### src/rtl/mode_selector_pkg.sv
// Shared definitions for the push-button mode selector: button indices,
// repeat FSM state encoding and the mode register width helper.
package mode_selector_pkg;

    localparam int BTN_UP = 0;
    localparam int BTN_DN = 1;

    typedef enum logic [1:0] {
        IDLE   = 2'd0,
        HOLD   = 2'd1,
        REPEAT = 2'd2
    } rpt_state_t;

    // Width of a register able to hold 0 .. n-1, never narrower than one bit.
    function automatic int mode_width(input int n);
        if (n <= 2) begin
            return 1;
        end else begin
            return $clog2(n);
        end
    endfunction

endpackage

### src/rtl/mode_selector_if.sv
// Bundle of the board-facing button pins and the mode outputs.
// master = environment (drives buttons), slave = mode_selector.
interface mode_selector_if
    import mode_selector_pkg::*;
#(
    parameter int NUM_MODES = 4
);
    localparam int MODE_W = mode_width(NUM_MODES);

    logic [1:0]           buttons_n;
    logic [MODE_W-1:0]    mode;
    logic [NUM_MODES-1:0] mode_onehot;
    logic                 mode_changed;
    logic [1:0]           btn_level;

    modport master (
        output buttons_n,
        input  mode,
        input  mode_onehot,
        input  mode_changed,
        input  btn_level
    );

    modport slave (
        input  buttons_n,
        output mode,
        output mode_onehot,
        output mode_changed,
        output btn_level
    );

endinterface

### src/rtl/mode_selector_button_debouncer.sv
// One push-button input path: inversion, 2-FF synchroniser, debounce
// counter, registered debounced level and a one-cycle press pulse.
// A button already held when reset releases is not "armed" and yields no
// press pulse until it has been seen released.
module button_debouncer #(
    parameter int DEBOUNCE_CYCLES = 100000
) (
    input  logic clock,
    input  logic reset_n,
    input  logic btn_n,
    output logic level,
    output logic press
);

    localparam int CNT_W = (DEBOUNCE_CYCLES > 1) ? $clog2(DEBOUNCE_CYCLES) : 1;
    localparam logic [CNT_W-1:0] CNT_LAST = CNT_W'(DEBOUNCE_CYCLES - 1);

    logic             sync1_r;
    logic             sync2_r;
    logic [1:0]       valid_r;
    logic             armed_r;
    logic             level_r;
    logic             press_r;
    logic [CNT_W-1:0] cnt_r;

    // Synchronise the inverted raw pin; valid_r marks when sync2_r holds a real sample.
    always_ff @(posedge clock or negedge reset_n) begin
        if (!reset_n) begin
            sync1_r <= 1'b0;
            sync2_r <= 1'b0;
            valid_r <= 2'b00;
        end else begin
            sync1_r <= ~btn_n;
            sync2_r <= sync1_r;
            valid_r <= {valid_r[0], 1'b1};
        end
    end

    // Debounce: restart on agreement, flip level after CNT_LAST+1 consecutive disagreements.
    always_ff @(posedge clock or negedge reset_n) begin
        if (!reset_n) begin
            cnt_r   <= '0;
            level_r <= 1'b0;
            press_r <= 1'b0;
        end else if (sync2_r == level_r) begin
            cnt_r   <= '0;
            press_r <= 1'b0;
        end else if (cnt_r == CNT_LAST) begin
            cnt_r   <= '0;
            level_r <= sync2_r;
            press_r <= sync2_r & armed_r;
        end else begin
            cnt_r   <= cnt_r + CNT_W'(1);
            press_r <= 1'b0;
        end
    end

    // Arm press detection once the button has been observed released after reset.
    always_ff @(posedge clock or negedge reset_n) begin
        if (!reset_n) begin
            armed_r <= 1'b0;
        end else if (valid_r[1] && !sync2_r && !level_r) begin
            armed_r <= 1'b1;
        end else begin
            armed_r <= armed_r;
        end
    end

    assign level = level_r;
    assign press = press_r;

endmodule

### src/rtl/mode_selector.sv
// N-way mode register stepped by two debounced push-buttons, with
// hold-to-auto-repeat, wrap-around, home on simultaneous press and a
// one-cycle change strobe. All outputs are registered.
module mode_selector
    import mode_selector_pkg::*;
#(
    parameter int NUM_MODES       = 4,
    parameter int DEBOUNCE_CYCLES = 100000,
    parameter int REPEAT_DELAY    = 5000000,
    parameter int REPEAT_PERIOD   = 2000000,
    parameter int RESET_MODE      = 0
) (
    input  logic            clock,
    input  logic            reset_n,
    mode_selector_if.slave  bus
);

    localparam int MODE_W  = mode_width(NUM_MODES);
    localparam int RPT_MAX = (REPEAT_DELAY > REPEAT_PERIOD) ? REPEAT_DELAY : REPEAT_PERIOD;
    localparam int RPT_W   = $clog2(RPT_MAX + 1);

    localparam logic [RPT_W-1:0]     DELAY_LAST  = (REPEAT_DELAY > 0) ? RPT_W'(REPEAT_DELAY - 1) : '0;
    localparam logic [RPT_W-1:0]     PERIOD_LAST = RPT_W'(REPEAT_PERIOD - 1);
    localparam logic [MODE_W-1:0]    MODE_LAST   = MODE_W'(NUM_MODES - 1);
    localparam logic [MODE_W-1:0]    MODE_HOME   = MODE_W'(RESET_MODE);
    localparam logic [NUM_MODES-1:0] ONEHOT_ONE  = NUM_MODES'(1);

    logic [1:0]        level_s;
    logic [1:0]        press_s;
    logic              both_s;
    logic              home_s;
    logic [1:0]        rpt_ev_s;
    logic [1:0]        ev_s;

    rpt_state_t        state_r   [2];
    rpt_state_t        state_nxt [2];
    logic [RPT_W-1:0]  cnt_r     [2];
    logic [RPT_W-1:0]  cnt_nxt   [2];

    logic [MODE_W-1:0]    mode_r;
    logic [MODE_W-1:0]    mode_nxt;
    logic [NUM_MODES-1:0] onehot_r;
    logic                 changed_r;

    button_debouncer #(
        .DEBOUNCE_CYCLES (DEBOUNCE_CYCLES)
    ) u_deb_up (
        .clock   (clock),
        .reset_n (reset_n),
        .btn_n   (bus.buttons_n[BTN_UP]),
        .level   (level_s[BTN_UP]),
        .press   (press_s[BTN_UP])
    );

    button_debouncer #(
        .DEBOUNCE_CYCLES (DEBOUNCE_CYCLES)
    ) u_deb_dn (
        .clock   (clock),
        .reset_n (reset_n),
        .btn_n   (bus.buttons_n[BTN_DN]),
        .level   (level_s[BTN_DN]),
        .press   (press_s[BTN_DN])
    );

    assign both_s = level_s[BTN_UP] & level_s[BTN_DN];
    assign home_s = press_s[BTN_UP] & press_s[BTN_DN];
    assign ev_s   = press_s | rpt_ev_s;

    // Repeat FSM state and counter registers for both buttons.
    always_ff @(posedge clock or negedge reset_n) begin
        if (!reset_n) begin
            for (int b = 0; b < 2; b++) begin
                state_r[b] <= IDLE;
                cnt_r[b]   <= '0;
            end
        end else begin
            for (int b = 0; b < 2; b++) begin
                state_r[b] <= state_nxt[b];
                cnt_r[b]   <= cnt_nxt[b];
            end
        end
    end

    // Repeat FSM next state: release or both-held forces IDLE; otherwise hold/repeat timing.
    always_comb begin
        rpt_ev_s = 2'b00;
        for (int b = 0; b < 2; b++) begin
            state_nxt[b] = state_r[b];
            cnt_nxt[b]   = cnt_r[b];
            if (!level_s[b] || both_s) begin
                state_nxt[b] = IDLE;
                cnt_nxt[b]   = '0;
            end else begin
                case (state_r[b])
                    IDLE: begin
                        if (press_s[b]) begin
                            state_nxt[b] = HOLD;
                            cnt_nxt[b]   = '0;
                        end else begin
                            state_nxt[b] = IDLE;
                        end
                    end
                    HOLD: begin
                        if (REPEAT_DELAY == 0) begin
                            cnt_nxt[b] = cnt_r[b];
                        end else if (cnt_r[b] == DELAY_LAST) begin
                            rpt_ev_s[b]  = 1'b1;
                            cnt_nxt[b]   = '0;
                            state_nxt[b] = REPEAT;
                        end else begin
                            cnt_nxt[b] = cnt_r[b] + RPT_W'(1);
                        end
                    end
                    REPEAT: begin
                        if (cnt_r[b] == PERIOD_LAST) begin
                            rpt_ev_s[b] = 1'b1;
                            cnt_nxt[b]  = '0;
                        end else begin
                            cnt_nxt[b] = cnt_r[b] + RPT_W'(1);
                        end
                    end
                    default: begin
                        state_nxt[b] = IDLE;
                        cnt_nxt[b]   = '0;
                    end
                endcase
            end
        end
    end

    // Resolve this cycle's step events into the next mode value.
    always_comb begin
        mode_nxt = mode_r;
        if (home_s) begin
            mode_nxt = MODE_HOME;
        end else if (both_s) begin
            mode_nxt = mode_r;
        end else if (ev_s[BTN_UP] && !ev_s[BTN_DN]) begin
            if (mode_r >= MODE_LAST) begin
                mode_nxt = '0;
            end else begin
                mode_nxt = mode_r + MODE_W'(1);
            end
        end else if (ev_s[BTN_DN] && !ev_s[BTN_UP]) begin
            if (mode_r == '0 || mode_r > MODE_LAST) begin
                mode_nxt = MODE_LAST;
            end else begin
                mode_nxt = mode_r - MODE_W'(1);
            end
        end else begin
            mode_nxt = mode_r;
        end
    end

    // Mode register with its one-hot decode and change strobe registered alongside.
    always_ff @(posedge clock or negedge reset_n) begin
        if (!reset_n) begin
            mode_r    <= MODE_HOME;
            onehot_r  <= ONEHOT_ONE << RESET_MODE;
            changed_r <= 1'b0;
        end else begin
            mode_r    <= mode_nxt;
            onehot_r  <= ONEHOT_ONE << mode_nxt;
            changed_r <= (mode_nxt != mode_r);
        end
    end

    assign bus.mode         = mode_r;
    assign bus.mode_onehot  = onehot_r;
    assign bus.mode_changed = changed_r;
    assign bus.btn_level    = level_s;

endmodule

### src/flat_wrapper.sv
// flat-port wrapper written by rule: the top's interface ports become plain ports
module mode_selector_flat import mode_selector_pkg::*;
#(
    parameter int NUM_MODES       = 4,
    parameter int DEBOUNCE_CYCLES = 100000,
    parameter int REPEAT_DELAY    = 5000000,
    parameter int REPEAT_PERIOD   = 2000000,
    parameter int RESET_MODE      = 0
)
  (clock, reset_n, bus_buttons_n, bus_mode, bus_mode_onehot, bus_mode_changed, bus_btn_level);
  mode_selector_if #(.NUM_MODES(NUM_MODES)) bus_i ();
  input  logic clock;
  input  logic reset_n;
  input wire logic [$bits(bus_i.buttons_n)-1:0] bus_buttons_n;
  output wire logic [$bits(bus_i.mode)-1:0] bus_mode;
  output wire logic [$bits(bus_i.mode_onehot)-1:0] bus_mode_onehot;
  output wire logic [$bits(bus_i.mode_changed)-1:0] bus_mode_changed;
  output wire logic [$bits(bus_i.btn_level)-1:0] bus_btn_level;
  assign bus_i.buttons_n = bus_buttons_n;
  assign bus_mode = bus_i.mode;
  assign bus_mode_onehot = bus_i.mode_onehot;
  assign bus_mode_changed = bus_i.mode_changed;
  assign bus_btn_level = bus_i.btn_level;
  mode_selector #(.NUM_MODES(NUM_MODES), .DEBOUNCE_CYCLES(DEBOUNCE_CYCLES), .REPEAT_DELAY(REPEAT_DELAY), .REPEAT_PERIOD(REPEAT_PERIOD), .RESET_MODE(RESET_MODE)) u_core (.clock(clock), .reset_n(reset_n), .bus(bus_i));
endmodule
### config.mk
export PLATFORM = sky130hd
export DESIGN_NAME = mode_selector_flat
export DESIGN_NICKNAME = d
export VERILOG_FILES = /design/src/rtl/mode_selector_pkg.sv /design/src/rtl/mode_selector_if.sv /design/src/rtl/mode_selector_button_debouncer.sv /design/src/rtl/mode_selector.sv /design/src/flat_wrapper.sv
export SDC_FILE = /design/constraint.sdc
export NUM_CORES = 1
export LEC_CHECK = 0
export BUFFER_PORTS_ARGS = -buffer_cell sky130_fd_sc_hd__buf_2
export CAP_MARGIN = 15
export CORE_MARGIN = 1.5
export CORE_UTILIZATION = 43
export CTS_CLUSTER_SIZE = 16
export DETAILED_ROUTE_END_ITERATION = 6
export GPL_ROUTABILITY_DRIVEN = 0
export MAX_ROUTING_LAYER = met4
export PLACE_DENSITY = 0.66
export SYNTH_ARGS = -nofsm -noshare
export SYNTH_HDL_FRONTEND = slang
export SYNTH_HIERARCHICAL = 1
export SYNTH_SLANG_ARGS = --single-unit
### constraint.sdc
create_clock -name clock -period 2.8 [get_ports clock]
set_clock_uncertainty 0.05 [all_clocks]
set_input_delay 0.28 -clock clock [delete_from_list [all_inputs] [get_ports clock]]
set_output_delay 0.28 -clock clock [all_outputs]
set_load 0.02 [all_outputs]
==> results of run 1 <==
-- state kept, by name, indices dropped and copies added (netlist names) --
| register | cells |
|---|---|
| u_core/u_deb_dn/sync1_r | 1 |
| u_core/u_deb_up/cnt_r | 17 |
| u_core/state_r | 4 |
| u_core/u_deb_dn/sync2_r | 1 |
| u_core/u_deb_dn/cnt_r | 17 |
| u_core/u_deb_dn/level | 1 |
| u_core/bus.mode | 2 |
| u_core/cnt_r | 46 |
| u_core/u_deb_dn/armed_r | 1 |
| u_core/bus.mode_onehot | 4 |
| u_core/u_deb_up/valid_r | 2 |
| u_core/bus.mode_changed | 1 |
| u_core/u_deb_dn/valid_r | 2 |
| u_core/u_deb_dn/press | 1 |
| u_core/u_deb_up/armed_r | 1 |
| u_core/u_deb_up/level | 1 |
| u_core/u_deb_up/press | 1 |
| u_core/u_deb_up/sync1_r | 1 |
| u_core/u_deb_up/sync2_r | 1 |
-- layout by cell type, fill, tap and decap left out, types with 4 or more instances in the layout --
cell type	synthesis	routed
nand2b_1	12	12
or3_1	4	4
dfrtp_1	104	104
or4_1	7	7
nor2_1	74	74
nor4_1	12	12
o41ai_1	4	4
nand4_1	21	21
nor3_1	16	16
and3_1	11	11
clkbuf_16	0	9
nor4bb_1	6	5
and2_1	6	6
o31ai_1	16	16
o21ai_1	13	13
nand3_1	34	34
ha_1	14	14
buf_4	0	16
xnor2_1	24	24
buf_2	4	11
inv_1	18	18
nand2_1	34	34
xor2_1	19	19
nor2b_1	15	14
a21oi_1	12	12
o21ai_0	37	37
and4_1	6	6
-- cell families after synthesis --
family	Yosys count	synth area share [%]
AO/OA/AOI/OAI	101	11.8
AND/OR/NAND/NOR	279	27.2
other	2	0.134
XOR/XNOR	43	6.73
multiplexers	5	1.07
buffers and inverters	35	2.97
adder cells (fa/ha/maj)	14	3.13
flip-flops	105	47.0
-- what timing repair did --
action / 4_1_cts / 5_1_grt
hold buffers: 3 / 0
endpoints found under the setup margin: 0 / 1
resized for setup: 0 / 1
endpoints found under the hold margin: 53 / 0
-- cell type report --
class | instances | area, um2 | share of cell area [%]
Clock inverter | 4 | 30.0 | 0.482
Timing Repair Buffer | 31 | 225 | 3.62
Sequential cell | 105 | 2630 | 42.2
Inverter | 18 | 67.6 | 1.09
Multi-Input combinational cell | 444 | 2810 | 45.2
Tap cell | 172 | 215 | 3.46
Clock buffer | 12 | 246 | 3.96
-- worst max-delay path by stage --
stage	startpoint	end	slack (ns)	cells past startpoint
after floorplan	u_core/cnt_r[16]	u_core/bus.mode_onehot[1]	0.22	7
after global placement	u_core/cnt_r[16]	u_core/bus.mode_onehot[1]	0.17	7
after detailed placement	u_core/cnt_r[16]	u_core/bus.mode_onehot[1]	0.11	7
after CTS	u_core/cnt_r[16]	u_core/bus.mode_onehot[1]	0.1	7
after global routing	u_core/cnt_r[16]	u_core/bus.mode_onehot[2]	-0.01	7
final	u_core/cnt_r[16]	u_core/bus.mode_onehot[1]	0.08	7
-- power by group through the flow --
stage	sequential [mW]	combinational (mW)	clock, mW
4_1_cts	1.54	0.0637	1.23
6_report	1.54	0.0603	1.19
3_5_place_dp	1.57	0.0604	0
5_1_grt	1.54	0.0723	1.29
2_1_floorplan	1.57	0.0225	0
3_3_place_gp	1.57	0.0593	0
-- metrics by stage --
step | std cells | power (mW) | cell area, um2
4_1_cts | 786 | 2.84 | 6220
2_1_floorplan | 584 | 1.59 | 5590
3_5_place_dp | 767 | 1.63 | 5920
6_report | 786 | 2.79 | 6230
5_1_grt | 786 | 2.90 | 6230
3_3_place_gp | 767 | 1.63 | 5920
-- per-layer routing --
metal	wire, um	track usage [%]	vias up	share of wire (%)
li1	-	-	2142	-
met1	5260	23.5	2069	49
met2	4950	27.4	81	46
met3	394	4.07	15	3.6
met4	200	7.23	0	1.9
met5	0	-	-	0
==> flow_metrics.py, run 1 <==
metrics = {
    "status": {
        "status": "complete, no violations",
    },
    "worst_hold_path": {
        "hold_path_class": "reg -> reg",
        "holdPathStages": 0,
        "holdPathEnd": "u_core/u_deb_dn/valid_r[1]",
        "hp-start": "u_core/u_deb_dn/valid_r[0]",
    },
    "worst_setup_path": {
        "path_cells": "or4_1, or4_4, a211o_1, nand3_1, mux2i_1, o41ai_4, nor2b_1",
        "reg2regPathDepth": 7,
        "r2r-start": "u_core/cnt_r[16]",
        "slowest_stage": "or4_4",
        "cpPeakStageDelay_ns": 0.53,
        "worst-path-buf-inv": 0,
        "crit_type": "reg -> reg",
        "startpoint_type": "flop",
        "worst_ep_required_time_ns": 3.03,
        "cp_top_family": "simple AND/OR/NAND/NOR gates",
        "crit_path_max_fanout": 5,
        "timing.rr.end": "u_core/bus.mode_onehot[1]",
        "cp.arrival_ns": 2.95,
        "endpoint_kind": "flop",
        "regToRegSetupSlack_ns": 0.08,
    },
    "synth": {
        "ys_ff_latch": 105,
        "syn_area_per_cell_um2": 9.58,
        "ys_warn_count": 6,
        "synthDistinctLibCells": 59,
        "yosysMostFrequentCell": "dfrtp_1",
        "syn-num-nets": 602,
        "netlist_area_um2": 5590,
        "synthCells": 584,
        "async_reset_ff_share_pct": 100,
        "synth_top_cell_by_area": "dfrtp_1",
        "yosysTopAreaCellShare_pct": 46.5,
        "synthTopCellsByArea": "dfrtp_1 (47%), nor2_1 (5.0%), xnor2_1 (3.8%)",
        "synthFlopType": "dfrtp_1",
        "yosys-top-cells-count": "dfrtp_1 (104), nor2_1 (74), o21ai_0 (37)",
        "seq_area_frac_synth_pct": 47.0,
        "synth_edf_count": 0,
    },
    "cts": {
        "clockBufferDepth": 2,
        "numCtsBuffers": 9,
        "htreeDepth": 3,
        "clkLatencyLatePin_ns": 0.35,
        "cts_tree": "built",
        "postCtsSetupRepairBufs": 0,
        "cts.sinks": 105,
        "clkSlewWorstSetupHoldPaths_ns": 0.07,
        "cts_root_buffer": "clkbuf_16",
    },
    "routing": {
        "drt_pass1_iterations": 4,
        "vias": 4307,
        "wl_per_cell_um": 13.8,
        "drt-initial-drc-count": 263,
        "ant_nets": 0,
        "viasPerCell": 5.48,
        "drc": 0,
        "drt_wl_total_um": 10800,
    },
    "timing": {
        "fin_ws_ns": 0.0806,
        "whs_ns": 0.302,
        "tightest_slew_ns": 0.657,
        "setup-tns-final_ns": 0,
        "fmax_mhz": 368,
        "period_share_pct": 97.1,
        "rsz0062_at_grt": "true",
        "hold_viol_final": 0,
        "layout_min_cycle_time_ns": 2.72,
        "drv_slew": 0,
        "maxSlewHeadroom_pct": 56.2,
        "finalSetupViolCount": 0,
    },
    "floorplanning": {
        "core_area_um2": 12700,
        "start_util_pct": 44.1,
        "die_y_um": 117,
        "placementRows": 41,
        "pin_count": 13,
        "die-area_um2": 13700,
        "die_w_um": 117,
    },
    "global_route": {
        "grt.total_usage_pct": 18.1,
        "grt_max_degree": 54,
        "overflow": 0,
        "grt_pass1_wl_um": 19000,
        "antenna_found_initial": 0,
        "grt_pass1_vias": 4201,
    },
    "job": {
        "drv_cap": 0,
    },
    "power": {
        "clkPwrFrac_pct": 42.7,
        "p_sw_share_pct": 22.1,
        "p_leak_nw": 2.51,
        "pwr-share-comb_pct": 2.2,
        "p_sw_uw": 618,
        "seqPwrFrac_pct": 55.1,
        "power.density_nw_per_um2": 449,
        "peakVddDrop_mv": 0.281,
        "power.internal_mw": 2.18,
    },
    "cells_and_area": {
        "layout.nets": 627,
        "antenna_cells": 0,
        "fin_util_pct": 49.1,
        "fillCellCount": 1196,
        "areaGrowthSynthToFinish_pct": 11.3,
        "layout-drive-gt1-share_pct": 10.3,
    },
    "placement": {
        "place_ws_ns": 0.114,
        "place_hpwl_um": 7590,
        "numPortBuffers": 12,
    },
}
Note: power is estimated with default switching activity, not from simulation.
==> run 2, diff against run 1 <==
- RECOVER_POWER: not set -> 25
==> run 2 against run 1 <==
  * Non-clock buffer count is the same
  * Critical path type unchanged
  * Fmax increased by 0.11%
  * Final cell count is the same
  * Global-route usage stayed put
  * Clock power hardly changed
  * Register-to-register slack about the same
  * Power is essentially flat
  * Critical endpoint unchanged
  * Wire length about the same
  * Sequential cell count unchanged
  * Sequential power barely moved
  * Via count hardly changed
==> flow_metrics.py, run 2 (synthesized netlist as in run 1, its figures left out) <==
metrics = {
    "status": {
        "status": "complete, no violations",
    },
    "floorplanning": {
        "start_util_pct": 44.1,
        "core_area_um2": 12700,
        "pin_count": 13,
        "die-area_um2": 13700,
        "die_w_um": 117,
        "placementRows": 41,
        "die_y_um": 117,
    },
    "power": {
        "p_sw_uw": 618,
        "p_leak_nw": 2.51,
        "p_sw_share_pct": 22.1,
        "power.internal_mw": 2.18,
        "power.density_nw_per_um2": 449,
        "pwr-share-comb_pct": 2.1,
        "seqPwrFrac_pct": 55.1,
        "clkPwrFrac_pct": 42.8,
        "peakVddDrop_mv": 0.281,
    },
    "cells_and_area": {
        "multi_input_area_um2": 2810,
        "fin_util_pct": 49.1,
        "reg_top3": "u_core/cnt_r (46), u_core/u_deb_dn/cnt_r (17), u_core/u_deb_up/cnt_r (17)",
        "layout-drive-gt1-share_pct": 10.1,
        "largest_register_ffs": 46,
        "layout_commonest_cell": "dfrtp_1",
        "largest_register": "u_core/cnt_r",
        "fillCellCount": 1198,
        "layout.nets": 627,
        "final_cell_mix": "dfrtp_1 (104), nor2_1 (74), o21ai_0 (37)",
        "antenna_cells": 0,
        "areaGrowthSynthToFinish_pct": 11.2,
        "regArea_um2": 2630,
    },
    "timing": {
        "rsz0062_at_grt": "true",
        "whs_ns": 0.302,
        "tightest_slew_ns": 1.28,
        "hold_viol_final": 0,
        "maxSlewHeadroom_pct": 14.8,
        "fin_ws_ns": 0.0836,
        "period_share_pct": 97.0,
        "fmax_mhz": 368,
        "layout_min_cycle_time_ns": 2.72,
        "finalSetupViolCount": 0,
        "drv_slew": 0,
    },
    "placement": {
        "place_ws_ns": 0.114,
        "place_hpwl_um": 7590,
        "numPortBuffers": 12,
    },
    "worst_setup_path": {
        "cp.arrival_ns": 2.94,
        "reg2regPathDepth": 7,
        "cpPeakStageDelay_ns": 0.53,
        "slowest_stage": "or4_4",
        "path_cells": "or4_1, or4_4, a211o_1, nand3_1, mux2i_1, o41ai_4, nor2b_1",
        "startpoint_type": "flop",
        "crit_path_max_fanout": 5,
        "crit_type": "reg -> reg",
        "endpoint_kind": "flop",
        "worst_ep_required_time_ns": 3.03,
    },
    "cts": {
        "htreeDepth": 3,
        "clkLatencyLatePin_ns": 0.35,
        "cts_root_buffer": "clkbuf_16",
        "clockBufferDepth": 2,
        "cts.sinks": 105,
        "postCtsSetupRepairBufs": 0,
        "numCtsBuffers": 9,
        "cts_tree": "built",
        "clkSlewWorstSetupHoldPaths_ns": 0.07,
    },
    "routing": {
        "drt_wl_total_um": 10800,
        "viasPerCell": 5.48,
        "drt_pass1_iterations": 5,
        "drt-initial-drc-count": 265,
        "ant_nets": 0,
        "drc": 0,
        "vias": 4304,
        "wl_per_cell_um": 13.7,
    },
    "global_route": {
        "grt_pass1_vias": 4201,
        "overflow": 0,
        "antenna_found_initial": 0,
        "grt_pass1_wl_um": 19000,
        "grt.total_usage_pct": 18.1,
        "grt_max_degree": 54,
    },
    "worst_hold_path": {
        "hold_path_class": "reg -> reg",
        "holdPathStages": 0,
    },
    "job": {
        "drv_cap": 0,
    },
}
-- run 2: changes by cell type in the layout (fill, tap and decap cells not counted) --
cell	previous run	this run
buf_4	16	14
clkbuf_1	2	3
clkbuf_2	0	1
-- run 2: metrics by stage --
step           cell area, um2  instances  TNS, ns  total power, mW
6_report                 6220        786        0             2.79
5_1_grt                  6220        786  -0.0123             2.90
4_1_cts                  6220        786        0             2.84
3_5_place_dp             5920        767        0             1.63
3_3_place_gp             5920        767        0             1.63
2_1_floorplan            5590        584        0             1.59
-- run 2: what timing repair did --
item                                    CTS  global route
hold endpoints to repair                 53             0
gates resized for setup                   0             1
hold buffers                              3             0
endpoints found under the setup margin    0             1
-- run 2: area by class of cell --
type | instances | area share, %
tap | 172 | 3.46
clock inverter | 4 | 0.483
timing repair buffer | 31 | 3.52
multi-input combinational | 444 | 45.2
sequential | 105 | 42.3
clock buffer | 12 | 3.96
inverter | 18 | 1.09
-- run 2: worst paths after layout --
| check | from | endpoint | slack, ns |
|---|---|---|---|
| worst max-delay path | u_core/cnt_r[16] | u_core/bus.mode_onehot[1] | 0.08 |
| max in group asynchronous | reset_n | u_core/cnt_r[29] | 1.12 |
| worst max register to register | u_core/cnt_r[16] | u_core/bus.mode_onehot[1] | 0.08 |
| worst min register to register | u_core/u_deb_dn/valid_r[0] | u_core/u_deb_dn/valid_r[1] | 0.30 |
| min in group asynchronous | reset_n | u_core/cnt_r[5] | 0.69 |
| worst min-delay path | u_core/u_deb_dn/valid_r[0] | u_core/u_deb_dn/valid_r[1] | 0.30 |
-- run 2: worst max-delay path: cells and delay by family, from the launching register on --
family             cells  cell delay (ns)
and+or+nand+nor        4             1.35
AOI/OAI and AO/OA      2             0.76
DFF                    1             0.38
muxes                  1             0.10
-- run 2: power groups by stage --
stage          Combinational [mW]  Clock, mW  Sequential, mW
3_3_place_gp               0.0593          0            1.57
2_1_floorplan              0.0225          0            1.57
3_5_place_dp               0.0604          0            1.57
5_1_grt                    0.0719       1.29            1.54
4_1_cts                    0.0637       1.23            1.54
6_report                   0.0598       1.19            1.54
-- run 2: routing by layer --
layer,track usage [%],routed length (um)
met2,27.4,4950
met1,23.5,5260
met5,-,0
met4,7.23,200
met3,4.07,388
